`src/rtl/layer_neuron_scheduler.sv`:
```
// layer_neuron_scheduler: shares one neuron-LUT evaluation port across every
// neuron of a sparse LogicNets layer. One activation vector is latched. For each
// neuron in turn, its FANIN taps are gathered into a LUT address, one request is
// issued and its result is collected. The finished output vector is then offered
// downstream.
// Optional feature macro: LUT_TIMEOUT_EN adds a response watchdog and the sticky
// err flag.
module layer_neuron_scheduler #(
  parameter int NEURONS = 8,
  parameter int INPUTS  = 16,
  parameter int FANIN   = 3,
  parameter int ABITS   = 2,
  parameter int OBITS   = 2,
  parameter logic [FANIN*NEURONS*$clog2(INPUTS)-1:0] CONN = '0,
  parameter int TIMEOUT = 15,
  localparam int NW = (NEURONS > 1) ? $clog2(NEURONS) : 1
) (
  input  logic                      clk,
  input  logic                      rst_n,
  input  logic                      in_vld,
  output logic                      in_rdy,
  input  logic [INPUTS*ABITS-1:0]   in_data,
  output logic                      lut_req_vld,
  input  logic                      lut_req_rdy,
  output logic [NW-1:0]             lut_neuron,
  output logic [FANIN*ABITS-1:0]    lut_addr,
  input  logic                      lut_rsp_vld,
  input  logic [OBITS-1:0]          lut_rsp_data,
  output logic                      out_vld,
  input  logic                      out_rdy,
  output logic [NEURONS*OBITS-1:0]  out_data,
  output logic                      err
);

  localparam int IW = $clog2(INPUTS);

  typedef enum logic [1:0] {IDLE, ISSUE, WAIT, DONE} state_t;

  state_t                     state, state_nxt;
  logic [NW-1:0]              cnt, cnt_nxt;
  logic [INPUTS*ABITS-1:0]    vec;
  logic [NEURONS*OBITS-1:0]   res;
  logic [IW-1:0]              tap;
  logic                       last;
  logic                       rsp_take;
  logic [OBITS-1:0]           rsp_val;

  assign last = (cnt == NW'(NEURONS - 1));

`ifdef LUT_TIMEOUT_EN
  localparam int TW = $clog2(TIMEOUT + 1);

  logic [TW-1:0] timer;
  logic          expired;
  logic          err_q;

  // The watchdog fires on the TIMEOUT-th WAIT cycle that passes without a response.
  assign expired  = (state == WAIT) && !lut_rsp_vld && (timer == TW'(TIMEOUT - 1));
  // A watchdog expiry counts as a response whose value is zero.
  assign rsp_take = (state == WAIT) && (lut_rsp_vld || expired);
  assign rsp_val  = lut_rsp_vld ? lut_rsp_data : '0;
  assign err      = err_q;

  // Counts WAIT cycles. The count is held at zero outside WAIT, so every entry into WAIT starts fresh.
  always_ff @(posedge clk or negedge rst_n) begin
    if (!rst_n) begin
      timer <= '0;
      err_q <= 1'b0;
    end else begin
      if (state != WAIT) begin
        timer <= '0;
      end else if (!lut_rsp_vld && !expired) begin
        timer <= timer + 1'b1;
      end
      if (expired) begin
        err_q <= 1'b1;
      end
    end
  end
`else
  assign rsp_take = (state == WAIT) && lut_rsp_vld;
  assign rsp_val  = lut_rsp_data;
  // Without the watchdog, err is a constant 0. The comparison is always false and only ties off TIMEOUT.
  assign err      = (TIMEOUT < 0);
`endif

  // State register, neuron counter, latched input vector and result slots.
  always_ff @(posedge clk or negedge rst_n) begin
    if (!rst_n) begin
      state <= IDLE;
      cnt   <= '0;
      vec   <= '0;
      res   <= '0;
    end else begin
      state <= state_nxt;
      cnt   <= cnt_nxt;
      if (state == IDLE && in_vld) begin
        vec <= in_data;
      end
      if (rsp_take) begin
        res[int'(cnt)*OBITS +: OBITS] <= rsp_val;
      end
    end
  end

  // Sequencing: accept a vector, then issue and wait once per neuron, then offer the result.
  always_comb begin
    state_nxt = state;
    cnt_nxt   = cnt;
    case (state)
      IDLE: begin
        if (in_vld) begin
          state_nxt = ISSUE;
          cnt_nxt   = '0;
        end
      end
      ISSUE: begin
        if (lut_req_rdy) begin
          state_nxt = WAIT;
        end
      end
      WAIT: begin
        if (rsp_take) begin
          if (last) begin
            state_nxt = DONE;
          end else begin
            cnt_nxt   = cnt + 1'b1;
            state_nxt = ISSUE;
          end
        end
      end
      DONE: begin
        if (out_rdy) begin
          state_nxt = IDLE;
          cnt_nxt   = '0;
        end
      end
      default: state_nxt = IDLE;
    endcase
  end

  // Gathers the current neuron's taps from the latched vector into the LUT address.
  always_comb begin
    lut_addr = '0;
    tap      = '0;
    for (int f = 0; f < FANIN; f++) begin
      tap = CONN[(int'(cnt)*FANIN + f)*IW +: IW];
      if (int'(tap) < INPUTS) begin
        lut_addr[f*ABITS +: ABITS] = vec[int'(tap)*ABITS +: ABITS];
      end
    end
  end

  // Handshake flags come straight from the state, so they cannot depend combinationally on the inputs.
  always_comb begin
    in_rdy      = (state == IDLE);
    lut_req_vld = (state == ISSUE);
    out_vld     = (state == DONE);
    lut_neuron  = cnt;
    out_data    = res;
  end

endmodule

```
`config.mk`:
```
export PLATFORM = sky130hd
export DESIGN_NAME = layer_neuron_scheduler
export DESIGN_NICKNAME = d
export VERILOG_FILES = /design/src/rtl/layer_neuron_scheduler.sv
export SDC_FILE = /design/constraint.sdc
export NUM_CORES = 1
export LEC_CHECK = 0
export BUFFER_PORTS_ARGS = -buffer_cell sky130_fd_sc_hd__buf_2
export CORE_MARGIN = 2
export CORE_UTILIZATION = 35
export DETAILED_ROUTE_END_ITERATION = 10
export SLEW_MARGIN = 10
export SYNTH_ARGS = -nofsm -noshare
export SYNTH_HDL_FRONTEND = slang
export SYNTH_SLANG_ARGS = --single-unit
```
`constraint.sdc`:
```
create_clock -name clk -period 2.5 [get_ports clk]
set_input_delay 0.75 -clock clk [delete_from_list [all_inputs] [get_ports clk]]
set_output_delay 0.75 -clock clk [all_outputs]
set_load 0.005 [all_outputs]
```
* Word-level counts from Yosys, hierarchy flattened *
Cells that the tools add are included.

storage, ports and cells
  bits in registers = 53
  output and inout bits = 29
  word-level logic and storage cells = 44

operators by class
  $add $sub $neg = 4
  multipliers = 1
  eq/ne operators = 9
  shifts and indexed selects = 8
  muxes and demuxes = 12
  reduce and logical (&&, ||, !) cells = 6

operators with widths
  kind                                                                            number
  96-bit by 32-bit variable part select with 4-bit output (first input constant)  2
  32-bit by 6-bit variable part select with 2-bit output                          3
  96-bit by 9-bit variable part select with 4-bit output (first input constant)   1
  4-bit negation with 33-bit output                                               1
  2-bit by 33-bit variable shift with 16-bit output (first input constant)        1
  2-bit by 33-bit variable part select with 16-bit output                         1
  30-bit by 2-bit adder with 30-bit output (second input constant)                1
  16-bit bitwise mux                                                              1
  3-bit two-way mux                                                               4
  2-bit two-way mux                                                               5
  3-bit case mux with 3 select lines                                              1
  2-bit case mux with 4 select lines                                              1
  5-bit by 2-bit adder with 6-bit output (second input constant)                  1
  2-bit != test (second input constant)                                           3
  3-bit by 2-bit multiplier with 5-bit output (second input constant)             1
  5-bit AND reduction                                                             1
  2-bit == test (second input constant)                                           2
  2-bit by 1-bit != test with 1-bit output (second input constant)                2
  4-bit AND reduction                                                             1
  3-bit by 1-bit adder with 3-bit output (second input constant)                  1
  3-bit == test (second input constant)                                           1
  3-bit nonzero test                                                              1
  2-bit by 1-bit == test with 1-bit output (second input constant)                1
  1-bit logical AND                                                               2
  2-bit zero test                                                                 1

* Logic depth before layout (Yosys ltp) *
Gate-level depths: netlist (run 1).

  depth after elaboration = 4
  depth in mapped cells = 7

* Worst setup path before layout (run 1) *
No wires, ideal clock.

  path type = register to register
  from = register cnt[0] (netlist: lut_neuron[0])
  to = register res[8] (netlist: out_data[8])
  arrival time = 2.027 ns
  required time = 2.375 ns
  path slack = 0.348 ns
  cell stages (with the launch flop) = 8
  path buffers = 1
  path through = dfrtp_1 -> buf_6 -> inv_1 -> ha_1 -> ha_1 -> nand2b_4 -> or4b_4 -> mux2_4

between the ends
  cells in the longest elaborated chain, start to end = 3

ends and longest elaborated chain
  element                                                                                                                              line  text
  start: declaration                                                                                                                   40    logic [NW-1:0] cnt, cnt_nxt;
  start signal: assignment                                                                                                             96    cnt <= cnt_nxt;
  4-bit negation with 33-bit output *                                                                                                  101   res[int'(cnt)*OBITS +: OBITS] <= rsp_val;
  2-bit by 33-bit variable part select with 16-bit output / 2-bit by 33-bit variable shift with 16-bit output (equally long branches)  101
  16-bit bitwise mux *                                                                                                                 101
  end signal: indexed assignment                                                                                                       101
  end: declaration                                                                                                                     42    logic [NEURONS*OBITS-1:0] res;

Every way passes the cells marked *; elsewhere a longest branch is shown, timed or not.
A chain may end at the register's enable or synchronous reset.

* Final worst setup path (run 1) *
  from = register cnt[1] (netlist: lut_neuron[1])
  to = register res[8] (netlist: out_data[8])

Same word-level chain as after synthesis.

==> flow_metrics.env, run 1 <==
export IMPL_rsz0062_at_grt="no"
export IMPL_timing_critical_path_fanout_max=6
export IMPL_drt_first_pass_iters=4
export IMPL_io_buffer_count=37
export IMPL_yosysSeqAreaShare_pct=44.06
export IMPL_top_level_ports=69
export IMPL_post_layout_nonfiller_instances=197
export IMPL_tritoncts="built"
export IMPL_vert_die_dim_microns=65.09
export IMPL_final_setup_skew_ns=0.002094
export IMPL_power_per_cell_area_mw_per_mm2=970.8
export IMPL_cts_post_setup_buffers_inserted=0
export IMPL_clkSinkCount=23
export IMPL_finalSetupViolations=0
export IMPL_setup_worst_path_end_class="flip-flop"
export IMPL_groute_usage_overall_pct=13.06
export IMPL_tritoncts_num_buffers=3
export IMPL_cp_common_cell="sky130_fd_sc_hd__ha_1"
export IMPL_cts_root_buf="sky130_fd_sc_hd__clkbuf_8"
export IMPL_finalHoldViolCount=0
export IMPL_cp_slowest_stage_delay_ns=0.51
export IMPL_fp_dieW_microns=65.09
export IMPL_core_rowCount=22
export IMPL_grt_ovfl_total=0
export IMPL_design_core_area_sq_mm=0.003633
export IMPL_starting_density_of_the_core_pct=35.95
export IMPL_syn_avg_cell_area_sq_um=11.56
export IMPL_synth_seq_cells=23
export IMPL_p_leak_nw=0.8077
export IMPL_timing_hold_worst_class="in2async"
export IMPL_flow_area_growth_from_synthesis_pct=19.44
export IMPL_cp_cell_sequence="inv_1, ha_1, ha_1, nand2b_4, or4b_4, mux2_4"
export IMPL_die_area_sq_mm=0.004237
export IMPL_num_vias=963
export IMPL_cp_delay_by_family_top="adder cells"
export IMPL_timing_max_slew_rel_slack_pct=64.83
export IMPL_drv_cap=0
export IMPL_routed_via_density=4.888
export IMPL_grt_antenna_before_repair=0
export IMPL_tightest_slew_ns=0.5276
export IMPL_post_cts_resize_count=0
export IMPL_clkLatencyLatePin_ns=0.26
export IMPL_ir_worst_vdd_mv=0.2719
export IMPL_layout_nets=202
export IMPL_final_sum_of_negative_setup_slack_ns=0
export IMPL_syn_num_nets=165
export IMPL_clk_pin_slew_worst_paths_ns=0.08
export IMPL_n_antenna_cell=0
export IMPL_clk_path_buf_depth=2
export IMPL_timing_fmax_mhz=441.8
export IMPL_first_pass_grt_wire_length_microns=4243
export IMPL_dp_cells=193
export IMPL_routabilityCongestion=0.7191
export IMPL_syn_instance_count=113
export IMPL_ctsHtreeMaxLevel=1
export IMPL_drt_antenna_violating_nets=0
export IMPL_combined_buffer_and_inverter_count_along_the_critical_path=1
export IMPL_drtIter0Drc=31
export IMPL_cts_hold_repair_buffers=0
export IMPL_wire_per_inst_microns=12.99
export IMPL_detailed_place_hpwl_microns=1992
export IMPL_crit_slowest_cell="sky130_fd_sc_hd__or4b_4"
export IMPL_min_period_ns=2.263
export IMPL_grt_pass1_vias=957
export IMPL_result_of_the_run="complete, no violations"
export IMPL_finalWirelength_microns=2560
export IMPL_number_of_different_library_cells_in_the_post_synthesis_netlist=31
export IMPL_final_fill_count=379
export IMPL_required_ns=2.66
export IMPL_finalMaxSlewViolations=0
export IMPL_synth_yosys_warnings=0
export IMPL_grt_start_max_net_pins=24
export IMPL_worst_setup_path_type="reg2reg"
export IMPL_worstSetupStartpointType="flip-flop"
export IMPL_critPathArrivalTime_ns=2.42
export IMPL_layout_drive_gt1_share_pct=43.62
export IMPL_synth_area_sq_mm=0.001306
export IMPL_post_route_drc=0
export IMPL_portion_of_the_clock_cycle_consumed_by_the_worst_path_in_the_final_layout_pct=90.53
layout by cell type (no fill, tap or decap):
| cell | count |
|---|---|
| sky130_fd_sc_hd__buf_2 | 37 |
| sky130_fd_sc_hd__dfrtp_1 | 23 |
| sky130_fd_sc_hd__mux2_2 | 16 |
| sky130_fd_sc_hd__ha_1 | 12 |
| sky130_fd_sc_hd__inv_1 | 7 |
| sky130_fd_sc_hd__o21ai_0 | 5 |
| sky130_fd_sc_hd__nor3_1 | 5 |
| sky130_fd_sc_hd__nor2_1 | 5 |
| sky130_fd_sc_hd__nand2b_1 | 4 |
| sky130_fd_sc_hd__nand3_1 | 4 |
| sky130_fd_sc_hd__nand2_1 | 4 |
| sky130_fd_sc_hd__clkbuf_8 | 3 |
| sky130_fd_sc_hd__o211ai_1 | 2 |
| sky130_fd_sc_hd__nor3b_1 | 2 |
| sky130_fd_sc_hd__mux2_4 | 2 |
| sky130_fd_sc_hd__buf_4 | 2 |
| sky130_fd_sc_hd__nor2b_1 | 1 |
| sky130_fd_sc_hd__o311ai_0 | 1 |
| sky130_fd_sc_hd__o2111a_1 | 1 |
| sky130_fd_sc_hd__a21oi_1 | 1 |
| sky130_fd_sc_hd__a31oi_1 | 1 |
| sky130_fd_sc_hd__nand3b_1 | 1 |
| sky130_fd_sc_hd__o221ai_1 | 1 |
| sky130_fd_sc_hd__or2b_1 | 1 |
| sky130_fd_sc_hd__nor3_4 | 1 |
| sky130_fd_sc_hd__nand2b_4 | 1 |
| sky130_fd_sc_hd__and3_2 | 1 |
| sky130_fd_sc_hd__or4b_4 | 1 |
| sky130_fd_sc_hd__and4b_1 | 1 |
| sky130_fd_sc_hd__or3_1 | 1 |
| sky130_fd_sc_hd__conb_1 | 1 |
| sky130_fd_sc_hd__clkinv_2 | 1 |
worst paths after layout:
kind,startpoint,to,slack (ns),cells after the start
setup / recovery,lut_neuron[1],out_data[8],0.24,6
hold / removal,rst_n,out_data[8],0.45,1
setup reg to reg,lut_neuron[1],out_data[8],0.24,6
hold reg to reg,out_data[14],out_data[14],0.51,1
max in group asynchronous,rst_n,out_data[10],1.70,1
min in group clk,out_data[14],out_data[14],0.51,1
metrics by stage:
stage	power, mW	setup slack [ns]	hold slack (ns)	utilization, %	cell area (sq um)
2_1_floorplan	1.074	0.3479	0.4544	-	1306
3_3_place_gp	1.265	0.2751	0.4871	41.67	1514
3_5_place_dp	1.288	0.2566	0.4915	41.67	1514
4_1_cts	1.521	0.2303	0.4610	42.94	1560
5_1_grt	1.647	0.1160	0.4805	42.94	1560
6_report	1.515	0.2367	0.4524	42.94	1560
flip-flops by register name, indices dropped and copies added (netlist names):
signal	flops
out_data	16
lut_neuron	3
state	2
vec	2
synth_stat cells:
cell	count	area, sq um
sky130_fd_sc_hd__dfrtp_1	23	575.6
sky130_fd_sc_hd__mux2_2	16	180.2
sky130_fd_sc_hd__ha_1	12	150.1
sky130_fd_sc_hd__inv_1	7	26.28
sky130_fd_sc_hd__buf_4	5	37.54
sky130_fd_sc_hd__nor2_1	5	18.77
sky130_fd_sc_hd__nor3_1	5	25.02
sky130_fd_sc_hd__o21ai_0	5	25.02
sky130_fd_sc_hd__nand2_1	4	15.01
sky130_fd_sc_hd__nand2b_1	4	25.02
sky130_fd_sc_hd__nand3_1	4	20.02
sky130_fd_sc_hd__mux2_4	2	30.03
sky130_fd_sc_hd__nor3b_1	2	15.01
sky130_fd_sc_hd__o211ai_1	2	15.01
sky130_fd_sc_hd__a21oi_1	1	5.000
sky130_fd_sc_hd__a31oi_1	1	6.260
sky130_fd_sc_hd__and3_2	1	7.510
sky130_fd_sc_hd__and4b_1	1	10.01
sky130_fd_sc_hd__buf_6	1	11.26
sky130_fd_sc_hd__clkbuf_1	1	3.750
sky130_fd_sc_hd__conb_1	1	3.750
sky130_fd_sc_hd__nand2b_4	1	13.76
sky130_fd_sc_hd__nand3b_1	1	7.510
sky130_fd_sc_hd__nor2b_1	1	6.260
sky130_fd_sc_hd__nor3_4	1	16.27
sky130_fd_sc_hd__o2111a_1	1	11.26
sky130_fd_sc_hd__o221ai_1	1	8.760
sky130_fd_sc_hd__o311ai_0	1	8.760
sky130_fd_sc_hd__or2b_1	1	7.510
sky130_fd_sc_hd__or3_1	1	6.260
sky130_fd_sc_hd__or4b_4	1	13.76
cells by family after synthesis:
kind of cell,Yosys count,share of synthesized area [%]
compound gates,12,6.130
simple gates,33,15.90
mux,18,16.09
fa+ha+maj,12,11.49
flops,23,44.06
other cells,1,0.2871
buf+inv,14,6.035
power by group:
| part | internal [mW] | total (mW) | switching (mW) |
|---|---|---|---|
| registers | 0.460 | 0.537 | 0.0774 |
| logic | 0.343 | 0.745 | 0.402 |
| clock network | 0.111 | 0.233 | 0.121 |
| total | 0.914 | 1.51 | 0.601 |
final cells by class:
cell class	count	area, sq um	share of cell area, %
sequential	23	575.6	36.89
clock inverter	1	5.005	0.3208
tap	48	60.06	3.849
timing repair buffer	39	200.2	12.83
inverter	7	26.28	1.684
multi-input combinational	76	651.9	41.78
clock buffer	3	41.29	2.646
layer usage:
| metal | share of wire [%] | vias up | track usage (%) |
|---|---|---|---|
| met1 | 44 | 474 | 15.14 |
| met3 | 3.6 | 5 | 2.568 |
| met5 | 0 | - | 0 |
| met2 | 50 | 17 | 23.32 |
| met4 | 2.0 | 0 | 5.729 |
| li1 | - | 467 | - |
Note: power is estimated with default switching activity, not from simulation.
==> run 2: changes to the inputs <==
--- a/config.mk
+++ b/config.mk
@@ -6,6 +6,7 @@
 export NUM_CORES = 1
 export LEC_CHECK = 0
 export BUFFER_PORTS_ARGS = -buffer_cell sky130_fd_sc_hd__buf_2
+export CORE_ASPECT_RATIO = 2
 export CORE_MARGIN = 2
 export CORE_UTILIZATION = 35
 export DETAILED_ROUTE_END_ITERATION = 10
==> flow_metrics.env, run 2 (synthesis results as in run 1) <==
export IMPL_clk_path_buf_depth=2
export IMPL_detailed_place_hpwl_microns=2315
export IMPL_num_vias=984
export IMPL_drtIter0Drc=24
export IMPL_worstSetupStartpointType="flip-flop"
export IMPL_post_layout_total_power_mw=1.525
export IMPL_min_period_ns=2.073
export IMPL_clkSinkCount=23
export IMPL_timing_critical_path_fanout_max=5
export IMPL_drt_antenna_violating_nets=0
export IMPL_routabilityCongestion=0.8005
export IMPL_cp_slowest_stage_delay_ns=0.51
export IMPL_post_route_drc=0
export IMPL_portion_of_the_clock_cycle_consumed_by_the_worst_path_in_the_final_layout_pct=82.94
export IMPL_final_setup_skew_ns=0.004416
export IMPL_globalRouteMet2Util_pct=27.05
export IMPL_layout_drive_gt1_share_pct=43.33
export IMPL_cts_hold_repair_buffers=0
export IMPL_reg2reg_to="out_data[9]"
export IMPL_flow_area_growth_from_synthesis_pct=20.02
export IMPL_result_of_the_run="complete, no violations"
export IMPL_critPathArrivalTime_ns=2.23
export IMPL_mostFrequentLayoutCell="sky130_fd_sc_hd__buf_2"
export IMPL_clkLatencyLatePin_ns=0.27
export IMPL_crit_slowest_cell="sky130_fd_sc_hd__or4b_4"
export IMPL_die_area_sq_mm=0.004267
export IMPL_power_per_cell_area_mw_per_mm2=972.6
export IMPL_clk_pin_slew_worst_paths_ns=0.08
export IMPL_finalHoldViolCount=0
export IMPL_io_buffer_count=37
export IMPL_layout_nets=203
export IMPL_timing_hold_worst_class="in2async"
export IMPL_fp_dieW_microns=47.20
export IMPL_layout_common_cells="sky130_fd_sc_hd__buf_2 (37), sky130_fd_sc_hd__dfrtp_1 (23), sky130_fd_sc_hd__mux2_2 (16), sky130_fd_sc_hd__ha_1 (12), sky130_fd_sc_hd__inv_1 (7)"
export IMPL_ir_worst_vdd_mv=0.5536
export IMPL_grt_start_max_net_pins=24
export IMPL_final_sum_of_negative_setup_slack_ns=0
export IMPL_hold_slack_ns=0.4391
export IMPL_setup_worst_path_end_class="flip-flop"
export IMPL_worst_setup_path_type="reg2reg"
export IMPL_n_antenna_cell=0
export IMPL_timing_fmax_mhz=482.3
export IMPL_wire_per_inst_microns=14.02
export IMPL_finalMaxSlewViolations=0
export IMPL_timing_critical_path_to="out_data[9]"
export IMPL_vert_die_dim_microns=90.40
export IMPL_drt_first_pass_iters=4
export IMPL_drv_cap=0
export IMPL_tritoncts_num_buffers=3
export IMPL_grt_util_met3_pct=2.200
export IMPL_cp_common_cell="sky130_fd_sc_hd__ha_1"
export IMPL_first_pass_grt_wire_length_microns=4726
export IMPL_cts_post_setup_buffers_inserted=0
export IMPL_crit_reg2reg_launch="lut_neuron[1]"
export IMPL_groute_usage_overall_pct=15.35
export IMPL_p_leak_nw=0.8103
export IMPL_rr_worst_depth=6
export IMPL_finalSetupViolations=0
export IMPL_design_core_area_sq_mm=0.003607
export IMPL_worst_r2r_setup_slack_ns=0.43
export IMPL_gr_usage_met1_pct=14.89
export IMPL_ctsHtreeMaxLevel=1
export IMPL_finalWirelength_microns=2790
export IMPL_cp_cell_sequence="inv_1, ha_1, ha_1, nand2b_4, or4b_4, mux2_4"
export IMPL_routed_via_density=4.945
export IMPL_global_route_peak_usage_layer="met2"
export IMPL_crit_path_start="lut_neuron[1]"
export IMPL_rsz0062_at_grt="no"
export IMPL_largest_reg_flops=16
export IMPL_post_cts_resize_count=0
export IMPL_tritoncts="built"
export IMPL_grt_antenna_before_repair=0
export IMPL_final_fill_count=332
export IMPL_timing_max_slew_rel_slack_pct=66.04
export IMPL_tightest_slew_ns=0.5094
export IMPL_grt_ovfl_total=0
export IMPL_core_rowCount=31
export IMPL_starting_density_of_the_core_pct=36.21
export IMPL_cts_root_buf="sky130_fd_sc_hd__clkbuf_8"
export IMPL_required_ns=2.66
export IMPL_grt_pass1_vias=1020
export IMPL_top_level_ports=69
==> run 2: worst min-delay path by stage <==
stage / start / endpoint / slack [ns] / cells past startpoint
floorplan: rst_n / lut_neuron[0] / 0.45 / 0
global placement: out_data[3] / out_data[3] / 0.49 / 1
CTS: rst_n / lut_neuron[2] / 0.46 / 1
global route: rst_n / lut_neuron[2] / 0.48 / 1
finish: rst_n / state[0] / 0.44 / 1
detailed placement: out_data[7] / out_data[7] / 0.49 / 1
==> run 2: worst max-delay path, delay by kind of cell, from the launching register on <==
kind	cells	cell delay, ns
and+or+nand+nor	2	0.60
muxes	1	0.31
DFF	1	0.35
adders and majority gates	2	0.62
buffers and inverters	1	0.08
==> run 2: metrics by stage <==
stage | instance area (sq um) | setup WS, ns | util [%] | instances
floorplan | 1306 | 0.3479 | - | 113
global placement | 1523 | 0.4598 | 42.21 | 195
detailed placement | 1523 | 0.4276 | 42.21 | 195
CTS | 1568 | 0.4132 | 43.46 | 199
global route | 1568 | 0.3249 | 43.46 | 199
finish | 1568 | 0.4266 | 43.46 | 199
==> run 2: final cells by class <==
type	instances	area, sq um	area share, %
timing repair buffer	40	207.7	13.25
sequential	23	575.6	36.71
clock buffer	4	45.04	2.873
multi-input combinational	76	651.9	41.58
inverter	7	26.28	1.676
tap	49	61.31	3.911
==> run 2: metal layers <==
metal,share of wire (%),wire length [microns]
met5,0,0
met4,5.6,156
met3,4.0,111
met2,59,1645
met1,31,877
==> run 2: power breakdown <==
part           switching (mW)  internal (mW)
combinational           0.415          0.350
sequential             0.0665          0.460
clock                   0.119          0.114
==> run 3: changes to the inputs <==
--- a/config.mk
+++ b/config.mk
@@ -10,6 +10,7 @@
 export CORE_MARGIN = 2
 export CORE_UTILIZATION = 35
 export DETAILED_ROUTE_END_ITERATION = 10
+export PLACE_DENSITY = 0.67
 export SLEW_MARGIN = 10
 export SYNTH_ARGS = -nofsm -noshare
 export SYNTH_HDL_FRONTEND = slang
==> constraint.sdc (replaced) <==
create_clock -name clk -period 1.7 [get_ports clk]
set_input_delay 0.51 -clock clk [delete_from_list [all_inputs] [get_ports clk]]
set_output_delay 0.51 -clock clk [all_outputs]
set_load 0.005 [all_outputs]
==> flow_metrics.env, run 3 (synthesis results as in run 1) <==
export IMPL_tritoncts_num_buffers=3
export IMPL_starting_density_of_the_core_pct=36.21
export IMPL_finalMaxSlewViolations=0
export IMPL_flow_area_growth_from_synthesis_pct=49.52
export IMPL_crit_slowest_cell="sky130_fd_sc_hd__or4b_4"
export IMPL_die_area_sq_mm=0.004267
export IMPL_rsz0062_at_grt="yes"
export IMPL_final_setup_skew_ns=0.004041
export IMPL_finalSetupViolations=10
export IMPL_clkSinkCount=23
export IMPL_result_of_the_run="complete, but fails checks"
export IMPL_drv_cap=0
export IMPL_io_buffer_count=37
export IMPL_layout_nets=225
export IMPL_detailed_place_hpwl_microns=2335
export IMPL_grt_ovfl_total=0
export IMPL_post_layout_nonfiller_instances=221
export IMPL_ctsHtreeMaxLevel=1
export IMPL_drt_first_pass_iters=4
export IMPL_portion_of_the_clock_cycle_consumed_by_the_worst_path_in_the_final_layout_pct=111.6
export IMPL_post_route_drc=0
export IMPL_tritoncts="built"
export IMPL_timing_critical_path_fanout_max=2
export IMPL_layout_common_cells="sky130_fd_sc_hd__buf_2 (37), sky130_fd_sc_hd__dfrtp_1 (22), sky130_fd_sc_hd__buf_4 (20), sky130_fd_sc_hd__mux2_4 (14), sky130_fd_sc_hd__ha_1 (7)"
export IMPL_clk_pin_slew_worst_paths_ns=0.08
export IMPL_utilization_pct=54.14
export IMPL_first_pass_grt_wire_length_microns=5147
export IMPL_cts_root_buf="sky130_fd_sc_hd__clkbuf_8"
export IMPL_grt_pass1_vias=1157
export IMPL_hold_slack_ns=0.2114
export IMPL_clkLatencyLatePin_ns=0.27
export IMPL_violations="setup timing"
export IMPL_timing_max_slew_rel_slack_pct=64.57
export IMPL_required_ns=1.86
export IMPL_drt_antenna_violating_nets=0
export IMPL_min_period_ns=1.898
export IMPL_timing_fmax_mhz=526.9
export IMPL_post_layout_total_power_mw=3.014
export IMPL_clk_path_buf_depth=2
export IMPL_worst_r2r_setup_slack_ns=-0.20
export IMPL_cts_hold_repair_buffers=0
export IMPL_finalHoldViolCount=0
export IMPL_mostFrequentLayoutCell="sky130_fd_sc_hd__buf_2"
export IMPL_cp_common_cell="sky130_fd_sc_hd__ha_4"
export IMPL_num_vias=1086
export IMPL_cp_cell_sequence="inv_4, ha_4, ha_4, nand2b_4, or4b_4, mux2_4"
export IMPL_fp_dieW_microns=47.20
export IMPL_design_core_area_sq_mm=0.003607
export IMPL_cp_delay_by_family_top="simple AND/OR/NAND/NOR gates"
export IMPL_grt_start_max_net_pins=24
export IMPL_dp_cells=213
export IMPL_p_leak_nw=0.9537
export IMPL_timing_hold_worst_class="in2async"
export IMPL_tightest_slew_ns=0.5315
export IMPL_largest_reg_flops=16
export IMPL_n_antenna_cell=0
export IMPL_critPathArrivalTime_ns=2.05
export IMPL_layout_drive_gt1_share_pct=65.12
export IMPL_core_rowCount=31
export IMPL_combined_buffer_and_inverter_count_along_the_critical_path=1
export IMPL_cp_slowest_stage_delay_ns=0.54
export IMPL_power_per_cell_area_mw_per_mm2=1543
export IMPL_setup_worst_path_end_class="flip-flop"
export IMPL_pre_cts_slack_ns=-0.1885
export IMPL_groute_usage_overall_pct=16.25
export IMPL_layout_setup_ws_ns=-0.1979
export IMPL_wire_per_inst_microns=14.45
export IMPL_finalWirelength_microns=3193
export IMPL_drtIter0Drc=18
export IMPL_final_fill_count=314
export IMPL_multi_input_combinational_cell_area_sq_um=847.1
export IMPL_vert_die_dim_microns=90.40
export IMPL_top_level_ports=69
export IMPL_grt_antenna_before_repair=0
export IMPL_routed_via_density=4.914
export IMPL_area_of_all_sequential_standard_cells_sq_um=576.8
export IMPL_worst_setup_path_type="reg2reg"
export IMPL_worstSetupStartpointType="flip-flop"
export IMPL_ir_worst_vdd_mv=1.098
export IMPL_routabilityCongestion=0.7854
[run 3: worst register-to-register path, cell delays in order, from the launching register on]
cell	delay, ns
sky130_fd_sc_hd__dfrtp_1	0.39
sky130_fd_sc_hd__inv_4	0.05
sky130_fd_sc_hd__ha_4	0.17
sky130_fd_sc_hd__ha_4	0.28
sky130_fd_sc_hd__nand2b_4	0.06
sky130_fd_sc_hd__or4b_4	0.54
sky130_fd_sc_hd__mux2_4	0.31
[run 3: final cells by class]
class | count | share of cell area [%]
Multi-Input combinational cell | 76 | 43.37
Sequential cell | 23 | 29.53
Timing Repair Buffer | 62 | 20.05
Tap cell | 49 | 3.139
Clock buffer | 4 | 2.306
Inverter | 7 | 1.602
[run 3: routing by layer]
| metal | vias up | share of wire [%] | track usage, % |
|---|---|---|---|
| met4 | 0 | 2.3 | 6.944 |
| met1 | 539 | 35 | 16.41 |
| li1 | 507 | - | - |
| met2 | 33 | 60 | 30.02 |
| met5 | - | 0 | 0 |
| met3 | 7 | 3.1 | 2.000 |
[run 3: path summary, 6_finish.rpt]
check | from | endpoint | cells after the start
min reg2reg | out_data[0] | out_data[0] | 1
max in group asynchronous | rst_n | lut_neuron[1] | 1
min | rst_n | lut_neuron[2] | 1
min in group clk | in_data[1] | vec[1] | 2
max | lut_neuron[0] | out_data[8] | 6
max reg2reg | lut_neuron[0] | out_data[8] | 6
[run 3: what timing repair did]
action,in CTS,in global routing
pin swaps,4,7
resized for setup,18,30
buffers inserted,3,2
setup endpoints to repair,17,20
[run 3: report_power, final]
part / internal, mW / switching (mW)
sequential: 0.679 / 0.0803
combinational: 0.974 / 0.936
clock: 0.168 / 0.178
[run 3: metrics by stage]
| step | setup TNS [ns] | instance area [sq um] |
|---|---|---|
| detailed placement | -1.378 | 1694 |
| floorplan | -0.8726 | 1343 |
| finish | -1.297 | 1953 |
| CTS | -1.245 | 1823 |
| global placement | -0.8434 | 1694 |
| global route | -2.105 | 1953 |
